## src/rtl/sec_add_ks.sv

```systemverilog
// -----------------------------------------------------------------------------
// sec_add_ks
//   Boolean-masked modular adder (Kogge-Stone prefix network) that runs every
//   masked AND through a single shared SecAND gadget, one call at a time.
//
//   Ports:
//     clk      - clock, rising edge
//     rst_n    - asynchronous active-low reset
//     start    - request an addition; only looked at while busy=0
//     x, y     - Boolean-masked operands, share i at [i*K_WIDTH +: K_WIDTH]
//     rnd      - fresh randomness, consumed in every cycle with rnd_req=1
//     rnd_req  - high in each cycle that issues a masked AND
//     z        - Boolean-masked sum, held until the next ovld
//     busy     - high from start acceptance up to (not including) ovld
//     ovld     - one-cycle pulse marking a new z
//
//   sec_and (helper)
//     Masked AND with one cycle of latency. Each ordered share pair (i,j)
//     has its own random word; output share i gets the cross products
//     a_i&b_j plus r(i,j) and r(j,i), so every random word appears in
//     exactly two shares and cancels in the XOR of all shares.
//
//     clk, rst_n - clock / asynchronous active-low reset
//     ena        - update enable
//     dvld       - input operands valid
//     a, b       - masked operands
//     rnd        - one K_WIDTH word per ordered share pair
//     c          - masked product, valid while qvld=1
//     qvld       - output valid
// -----------------------------------------------------------------------------

module sec_and #(
  parameter int unsigned K_WIDTH  = 32,
  parameter int unsigned N_SHARES = 3
) (
  input  logic                                       clk,
  input  logic                                       rst_n,
  input  logic                                       ena,
  input  logic                                       dvld,
  input  logic [K_WIDTH*N_SHARES-1:0]                a,
  input  logic [K_WIDTH*N_SHARES-1:0]                b,
  input  logic [K_WIDTH*N_SHARES*(N_SHARES-1)-1:0]   rnd,
  output logic [K_WIDTH*N_SHARES-1:0]                c,
  output logic                                       qvld
);

  logic [K_WIDTH*N_SHARES-1:0] c_d, c_q;
  logic                        qvld_d, qvld_q;
  logic [K_WIDTH-1:0]          acc;

  // Random word index for ordered pair (i,j), j != i.
  function automatic int unsigned pidx(input int unsigned i, input int unsigned j);
    return i * (N_SHARES - 1) + ((j < i) ? j : j - 1);
  endfunction

  always_comb begin
    c_d = '0;
    acc = '0;
    for (int unsigned i = 0; i < N_SHARES; i++) begin
      acc = a[i*K_WIDTH +: K_WIDTH] & b[i*K_WIDTH +: K_WIDTH];
      for (int unsigned j = 0; j < N_SHARES; j++) begin
        if (j != i) begin
          acc = acc
              ^ (a[i*K_WIDTH +: K_WIDTH] & b[j*K_WIDTH +: K_WIDTH])
              ^ rnd[pidx(i, j)*K_WIDTH +: K_WIDTH]
              ^ rnd[pidx(j, i)*K_WIDTH +: K_WIDTH];
        end
      end
      c_d[i*K_WIDTH +: K_WIDTH] = acc;
    end
  end

  always_comb begin
    qvld_d = qvld_q;
    if (ena) begin
      qvld_d = dvld;
    end
  end

  always_ff @(posedge clk or negedge rst_n) begin
    if (!rst_n) begin
      qvld_q <= 1'b0;
    end else begin
      qvld_q <= qvld_d;
    end
  end

  always_ff @(posedge clk) begin
    if (ena) begin
      c_q <= c_d;
    end
  end

  assign c    = c_q;
  assign qvld = qvld_q;

endmodule

module sec_add_ks #(
  parameter int unsigned K_WIDTH  = 32,
  parameter int unsigned N_SHARES = 3
) (
  input  logic                                       clk,
  input  logic                                       rst_n,
  input  logic                                       start,
  input  logic [K_WIDTH*N_SHARES-1:0]                x,
  input  logic [K_WIDTH*N_SHARES-1:0]                y,
  input  logic [K_WIDTH*N_SHARES*(N_SHARES-1)-1:0]   rnd,
  output logic                                       rnd_req,
  output logic [K_WIDTH*N_SHARES-1:0]                z,
  output logic                                       busy,
  output logic                                       ovld
);

  localparam int unsigned KN = K_WIDTH * N_SHARES;
  localparam int unsigned L  = $clog2(K_WIDTH);

  typedef enum logic [1:0] {
    S_IDLE,
    S_ISSUE,
    S_CAPTURE
  } state_t;

  // Which masked AND of the Kogge-Stone sequence is in flight.
  typedef enum logic [1:0] {
    C_INIT,
    C_G,
    C_P,
    C_FINAL
  } call_t;

  state_t          state_d, state_q;
  call_t           call_d, call_q;
  logic [2:0]      iter_d, iter_q;
  logic [L-1:0]    sh_d, sh_q;
  logic            busy_d, busy_q;
  logic            ovld_d, ovld_q;
  logic            rnd_req_d, rnd_req_q;
  logic [KN-1:0]   z_d, z_q;

  logic [KN-1:0]   x_d, x_q;
  logic [KN-1:0]   y_d, y_q;
  logic [KN-1:0]   p_d, p_q;
  logic [KN-1:0]   g_d, g_q;

  logic [KN-1:0]   and_a, and_b, and_c;
  logic            and_dvld, and_vld;

  // Share-wise logical left shift, zero fill, truncated to the share width.
  function automatic logic [KN-1:0] shl(input logic [KN-1:0] v, input logic [L-1:0] amt);
    logic [KN-1:0] r;
    r = '0;
    for (int unsigned i = 0; i < N_SHARES; i++) begin
      r[i*K_WIDTH +: K_WIDTH] = v[i*K_WIDTH +: K_WIDTH] << amt;
    end
    return r;
  endfunction

  // Operand select for the shared gadget. sh_q holds 2^(j-1) during
  // iteration j and 2^(L-1) by the time FINAL is issued.
  always_comb begin
    and_a = p_q;
    and_b = shl(g_q, sh_q);
    unique case (call_q)
      C_INIT:  begin and_a = x_q; and_b = y_q;            end
      C_G:     begin and_a = p_q; and_b = shl(g_q, sh_q); end
      C_P:     begin and_a = p_q; and_b = shl(p_q, sh_q); end
      C_FINAL: begin and_a = p_q; and_b = shl(g_q, sh_q); end
      default: ;
    endcase
  end

  assign and_dvld = (state_q == S_ISSUE);

  sec_and #(
    .K_WIDTH  (K_WIDTH),
    .N_SHARES (N_SHARES)
  ) u_sec_and (
    .clk  (clk),
    .rst_n(rst_n),
    .ena  (1'b1),
    .dvld (and_dvld),
    .a    (and_a),
    .b    (and_b),
    .rnd  (rnd),
    .c    (and_c),
    .qvld (and_vld)
  );

  always_comb begin
    state_d   = state_q;
    call_d    = call_q;
    iter_d    = iter_q;
    sh_d      = sh_q;
    busy_d    = busy_q;
    ovld_d    = 1'b0;
    rnd_req_d = 1'b0;
    z_d       = z_q;
    x_d       = x_q;
    y_d       = y_q;
    p_d       = p_q;
    g_d       = g_q;

    unique case (state_q)
      S_IDLE: begin
        if (start) begin
          x_d       = x;
          y_d       = y;
          p_d       = x ^ y;
          call_d    = C_INIT;
          iter_d    = '0;
          sh_d      = L'(1);
          busy_d    = 1'b1;
          rnd_req_d = 1'b1;
          state_d   = S_ISSUE;
        end
      end

      S_ISSUE: begin
        state_d = S_CAPTURE;
      end

      S_CAPTURE: begin
        if (and_vld) begin
          rnd_req_d = 1'b1;
          state_d   = S_ISSUE;
          unique case (call_q)
            C_INIT: begin
              g_d = and_c;
              if (L == 1) begin
                call_d = C_FINAL;
              end else begin
                call_d = C_G;
                iter_d = 3'd1;
              end
            end
            C_G: begin
              g_d    = g_q ^ and_c;
              call_d = C_P;
            end
            C_P: begin
              // p moves only after the g update of the same iteration.
              p_d  = and_c;
              sh_d = sh_q << 1;
              if (iter_q == 3'(L - 1)) begin
                call_d = C_FINAL;
              end else begin
                call_d = C_G;
                iter_d = iter_q + 3'd1;
              end
            end
            C_FINAL: begin
              g_d       = g_q ^ and_c;
              z_d       = x_q ^ y_q ^ shl(g_q ^ and_c, L'(1));
              ovld_d    = 1'b1;
              busy_d    = 1'b0;
              rnd_req_d = 1'b0;
              state_d   = S_IDLE;
            end
            default: ;
          endcase
        end
      end

      default: state_d = S_IDLE;
    endcase
  end

  always_ff @(posedge clk or negedge rst_n) begin
    if (!rst_n) begin
      state_q   <= S_IDLE;
      call_q    <= C_INIT;
      iter_q    <= '0;
      sh_q      <= L'(1);
      busy_q    <= 1'b0;
      ovld_q    <= 1'b0;
      rnd_req_q <= 1'b0;
      z_q       <= '0;
    end else begin
      state_q   <= state_d;
      call_q    <= call_d;
      iter_q    <= iter_d;
      sh_q      <= sh_d;
      busy_q    <= busy_d;
      ovld_q    <= ovld_d;
      rnd_req_q <= rnd_req_d;
      z_q       <= z_d;
    end
  end

  always_ff @(posedge clk) begin
    x_q <= x_d;
    y_q <= y_d;
    p_q <= p_d;
    g_q <= g_d;
  end

  assign rnd_req = rnd_req_q;
  assign z       = z_q;
  assign busy    = busy_q;
  assign ovld    = ovld_q;

endmodule

```

## config.mk

```make
export PLATFORM = sky130hd
export DESIGN_NAME = sec_add_ks
export DESIGN_NICKNAME = d
export VERILOG_FILES = /design/src/rtl/sec_add_ks.sv
export SDC_FILE = /design/constraint.sdc
export NUM_CORES = 1
export LEC_CHECK = 0
export BUFFER_PORTS_ARGS = -buffer_cell sky130_fd_sc_hd__buf_2
export CORE_MARGIN = 2
export CORE_UTILIZATION = 33
export DETAILED_ROUTE_END_ITERATION = 6
export SLEW_MARGIN = 20
export SYNTH_ARGS = -nofsm -noshare
export SYNTH_HDL_FRONTEND = slang
export SYNTH_SLANG_ARGS = --single-unit
export TNS_END_PERCENT = 20
```

## constraint.sdc

```tcl
create_clock -name clk -period 7 [get_ports clk]
set_input_delay 1.75 -clock clk [delete_from_list [all_inputs] [get_ports clk]]
set_output_delay 1.75 -clock clk [all_outputs]
set_load 0.01 [all_outputs]
```

# After elaboration in Yosys (flattened, before gate mapping)
# Index checks and enable logic that the tools add are counted.
dict set report word_totals {
  regBits 592
  inputBits 387
  out_inout_bits 99
  word_cells 115
}
dict set report op_classes {
  n_addsub 1
  n_eq_ne 13
  shift 6
  muxes 36
  n_bitwise 31
  n_reduce_logical 14
}
# cell n
set op_table {}
lappend op_table {{$pmux W96 S2} 3}
lappend op_table {{$xor A32 B32 Y32} 18}
lappend op_table {{$xor A96 B96 Y96} 4}
lappend op_table {{$and A32 B32 Y32} 9}
lappend op_table {{$mux W96} 3}
lappend op_table {{$pmux W96 S3} 1}
lappend op_table {{$shl A32 B5 Y32} 6}
lappend op_table {{$mux W5} 3}
lappend op_table {{$pmux W2 S3} 2}
lappend op_table {{$pmux W3 S2} 2}
lappend op_table {{$reduce_and A4 Y1} 3}
lappend op_table {{$mux W1} 10}
lappend op_table {{$mux W2} 5}
lappend op_table {{$pmux W5 S2} 1}
lappend op_table {{$mux W3} 3}
lappend op_table {{$eq A2 B2 Y1 const B} 3}
lappend op_table {{$reduce_and A3 Y1} 2}
lappend op_table {{$reduce_and A5 Y1} 1}
lappend op_table {{$eq A2 B1 Y1 const B} 2}
lappend op_table {{$logic_not A2 Y1} 2}
lappend op_table {{$ne A2 B1 Y1 const B} 2}
lappend op_table {{$ne A2 B2 Y1 const B} 2}
lappend op_table {{$ne A4 B2 Y1 const B} 1}
lappend op_table {{$pmux W1 S2} 2}
lappend op_table {{other kinds (9)} 11}

# Longest topological paths before layout
dict set report logic_depth {
  depth_word 10
  mapped_depth 16
  depth_no_buf 11
}

# Modules after synthesis
# From an unflattened synthesis, not the netlist that was laid out.
dict set report unflattened {
  hier_cells 3108
  area_unflattened_um2 36799.0
}
# module instances cells_each area_each_um2 seq_area_each_um2
set modules_own_cells {}
lappend modules_own_cells {sec_add_ks 1 2556 29602.1 14310.0}
lappend modules_own_cells {sec_and 1 552 7196.9 2907.8}

# Worst setup path before layout
# No wires, ideal clock.
dict set report synth_path {
  path_type {input-to-reg}
  startpoint {input start}
  endpoint {register x_q[0], enable pin}
  setup_ps 543
  t_arrival_ps 5585
  required_time_ps 6457
  slack_ps 872
  cell_stages 2
  path_buffers 0
  path_cell_list {nand2_1 inv_1}
}
dict set report synth_between {
  elab_chain_cells 1
}
# item line_no
set synth_lines {}
lappend synth_lines {{start, declared} 105} ;# input logic start,
lappend synth_lines {{$reduce_and A2 Y1 (no source line)} --}
lappend synth_lines {{end signal, assigned} 292} ;# x_q <= x_d;
lappend synth_lines {{end, declared} 141} ;# logic [KN-1:0] x_d, x_q;
# No other way between the ends.
# A chain may end at the register's enable or synchronous reset.

# Worst setup path in the final report
dict set report layout_path {
  startpoint {register call_q[1]}
  endpoint {register u_sec_and.c_q[89] (netlist: u_sec_and.c[89])}
}
dict set report layout_between {
  elab_chain_cells 10
  word_cells_on_any_way 17
  classes_between {eq/ne (3); mux (2); bitwise (9); reduce/logical (3)}
}
# item line_no
set layout_lines {}
lappend layout_lines {{start, declared} 133} ;# call_t call_d, call_q;
lappend layout_lines {{start signal, assigned} 281} ;# call_q <= call_d;
lappend layout_lines {{$eq A2 B2 Y1 or $eq A2 B1 Y1 (tied branches)} --}
lappend layout_lines {{$reduce_or A3 Y1 (no source line) or $reduce_or A2 Y1 (tied branches)} --}
lappend layout_lines {{$pmux W96 S2 or $pmux W96 S3 (tied branches)} 164} ;# unique case (call_q)
lappend layout_lines {{$and A32 B32 Y32 (on tied branches)} {60, 64}}
lappend layout_lines {{$xor A32 B32 Y32} 64} ;# ^ (a[i*K_WIDTH +: K_WIDTH] & b[j*K_WIDTH +: K_WIDTH])
lappend layout_lines {{$xor A32 B32 Y32} 65} ;# ^ rnd[pidx(i, j)*K_WIDTH +: K_WIDTH]
lappend layout_lines {{$xor A32 B32 Y32} 66} ;# ^ rnd[pidx(j, i)*K_WIDTH +: K_WIDTH];
lappend layout_lines {{$xor A32 B32 Y32 (*)} 64}
lappend layout_lines {{$xor A32 B32 Y32 (*)} 65}
lappend layout_lines {{$xor A32 B32 Y32 (*)} 66}
lappend layout_lines {{named net u_sec_and.acc[25]} 49} ;# logic [K_WIDTH-1:0] acc;
lappend layout_lines {{end signal, assigned} 90} ;# c_q <= c_d;
lappend layout_lines {{end, declared} 47} ;# logic [K_WIDTH*N_SHARES-1:0] c_d, c_q;
# Mark *: on every way through the listed nets, which the timed path passes. The rest lies on a longest branch.

==> results.cfg <==
[logic_synthesis]
synth_ff_type = edfxtp_1
synth_edf_count = 378
ys_ff_latch = 583
postSynthCellCount = 3025
async_flop_share_pct = 19.2
syn_nets = 3418
synth_cell_type_count = 79
synth_area_mm2 = 0.0346
avgSynthCellArea_um2 = 11.4
seq_area_frac_synth_pct = 46.3
yosys_warnings = 0

[clocking]
cts_hold_buf = 0
clk_pin_slew_worst_paths_ns = 0.06
tritoncts = yes
post_cts_buffers = 0
cts.path.max_buffers = 3
cts_resized = 0
h-tree-depth = 3
cts.sinks = 583
cts-buffers-inserted = 70
cts_root_buffer = clkbuf_16
clk_latency_ns = 0.66

[route]
wl_met2_um = 60400
viasPerCell = 5.34
drc = 6
wl_um = 125000
wl_per_cell_um = 25.4
top_layer = met5
drtIter0Drc = 2380
wl_met1_um = 50800
dr.pass1.iters = 7
dr_wl_met3_um = 8690
detail-route-antenna-nets = 0
via_count = 26200

[floorplanning]
coreArea_mm2 = 0.104
initial_core_util_pct = 33.4
fp-row-count = 118
die_y_um = 328
ios = 486
fp.dieW_um = 328
die_area_mm2 = 0.107

[layout]
nets = 3860
layout-drive-gt1-share_pct = 23.2
n_fill_cell = 10100
final_cell_mix = 734 x xnor2_1, 478 x buf_2, 409 x nand2_1
area_growth_pct = 18.2
final_common_cell = xnor2_1

[setup_path]
crit_type = reg -> reg
startpoint_type = flip-flop
setup.worst_path.end_class = flip-flop
worst_ep_arrival_time_ns = 5.49
path_max_fanout = 35
critPathRequiredTime_ns = 7.53

[sta]
fmax_ghz = 0.201
slew_headroom_pct = 18.8
setup_total_negative_slack_ns = 0
hold_violations = 0
rsz0062_at_grt = false
fin_ws_ns = 2.03
fin_worst_skew_ns = 0.0336
layout_min_cycle_time_ns = 4.97
period_share_pct = 71.0
setup_violations = 0
worstMarginPinSlew_ns = 1.21
drv_slew = 0

[placed_design]
io_buffers = 479
place.gp.congestion = 0.991
place_worst_setup_slack_ns = 2.23
hpwlAfterDp_um = 93200

[global_routing]
grt_max_degree = 185
grt_util_all_layers_pct = 22.7
first_global_vias = 25700
antenna_found_initial = 22
globalRoute.totalOverflow = 0
grt_pass1_wl_um = 178000

[pwr]
p_per_area_mw_per_mm2 = 464
p_leak_nw = 15.0
ir_drop_v = 0.000300

[min_path]
min_path_type = reg -> reg

[run_status]
status = finished with violations
violations = DRC

[flow_run]
drv_cap = 0
==> path summary, 6_finish.rpt <==
kind	from	to	slack, ns	depth (start not counted)
min in group asynchronous	rst_n	z[76]$_DFFE_PN0P_	0.95	1
worst max register to register	call_q[1]$_DFFE_PN0P_	u_sec_and.c[89]$_DFF_P_	2.03	11
worst max-delay path	call_q[1]$_DFFE_PN0P_	u_sec_and.c[89]$_DFF_P_	2.03	11
worst min-delay path	z[0]$_DFFE_PN0P_	z[0]$_DFFE_PN0P_	0.47	2
max in group asynchronous	rst_n	sh_q[1]$_DFFE_PN0P_	4.88	2
worst min register to register	z[0]$_DFFE_PN0P_	z[0]$_DFFE_PN0P_	0.47	2
==> state kept, by name (all words and copies together) (netlist names), 2 cells and up <==
| name | count |
|---|---|
| x_q | 96 |
| y_q | 96 |
| z | 96 |
| g_q | 93 |
| p_q | 93 |
| u_sec_and.c | 93 |
| sh_q | 5 |
| iter_q | 3 |
| call_q | 2 |
| state_q | 2 |
==> cells in the mapped netlist (17+ instances only) <==
| master | n | area, um2 |
|---|---|---|
| a21oi_1 | 52 | 260 |
| a22oi_1 | 35 | 263 |
| buf_1 | 25 | 93.8 |
| buf_2 | 17 | 85.1 |
| clkbuf_1 | 102 | 383 |
| dfrtp_1 | 111 | 2780 |
| dfxtp_1 | 93 | 1860 |
| edfxtp_1 | 378 | 11400 |
| inv_1 | 25 | 93.8 |
| mux2_2 | 45 | 507 |
| mux2i_1 | 120 | 1200 |
| mux4_2 | 119 | 2680 |
| nand2_1 | 409 | 1540 |
| nand2b_1 | 17 | 106 |
| nand3_1 | 29 | 145 |
| nor2_1 | 101 | 379 |
| nor3_1 | 23 | 115 |
| o21ai_0 | 262 | 1310 |
| xnor2_1 | 734 | 6430 |
| xor2_1 | 61 | 534 |
==> cell families (layout without fill, tap and decap cells) <==
family	Yosys count	in the layout	synth area share, %
simple gates	635	635	7.69
buf+inv	181	679	2.23
flops	583	583	46.3
mux	298	298	13.8
xor+xnor	797	797	20.3
fa+ha+maj	6	6	0.217
other cells	0	9	0
compound gates	525	525	9.51
==> area by class of cell <==
cell class                 instances  area [um2]  area share (%)
timing repair buffer             524        2790            6.82
clock buffer                      97        1930            4.73
inverter                          27         110           0.269
clock inverter                    31         422            1.03
tap                             1380        1730            4.23
sequential                       583       16000            39.2
multi-input combinational       2261       17800            43.6
antenna                            9        22.5          0.0551
==> report_power, final <==
part	internal, mW	leakage [nW]	switching, mW
Clock	2.28	1.14	1.51
Combinational	3.73	8.26	5.23
Sequential	5.10	5.62	1.14
Total	11.1	15.0	7.87
==> metal layers <==
metal  GRT usage (%)  vias up
met4            8.50       24
li1                -    11800
met2            38.3     1134
met3            4.44      249
met1            28.8    13000
met5               0        -
==> stage by stage <==
step	power (mW)	hold WS, ns	std cells	cell area [um2]	utilization [%]
2_1_floorplan	11.9	0.450	3025	34600	-
5_1_grt	19.8	0.495	4908	40900	39.4
6_report	19.0	0.469	4912	40900	39.4
3_3_place_gp	15.0	0.459	4775	38500	37.1
3_5_place_dp	15.1	0.465	4775	38500	37.1
4_1_cts	19.0	0.477	4903	40800	39.4
==> worst max-delay path, stage by stage, from the launching register on <==
cell     delay [ns]
dfrtp_1        0.41
inv_1          0.13
ha_1           0.18
or2_4          0.50
mux4_1         0.80
mux2i_1        0.58
nor2_1         0.13
a21oi_1        0.72
o32ai_1        0.23
nor3_1         0.71
o21ai_0        0.26
xnor2_1        0.18
Power figures use the tool's default switching activity.
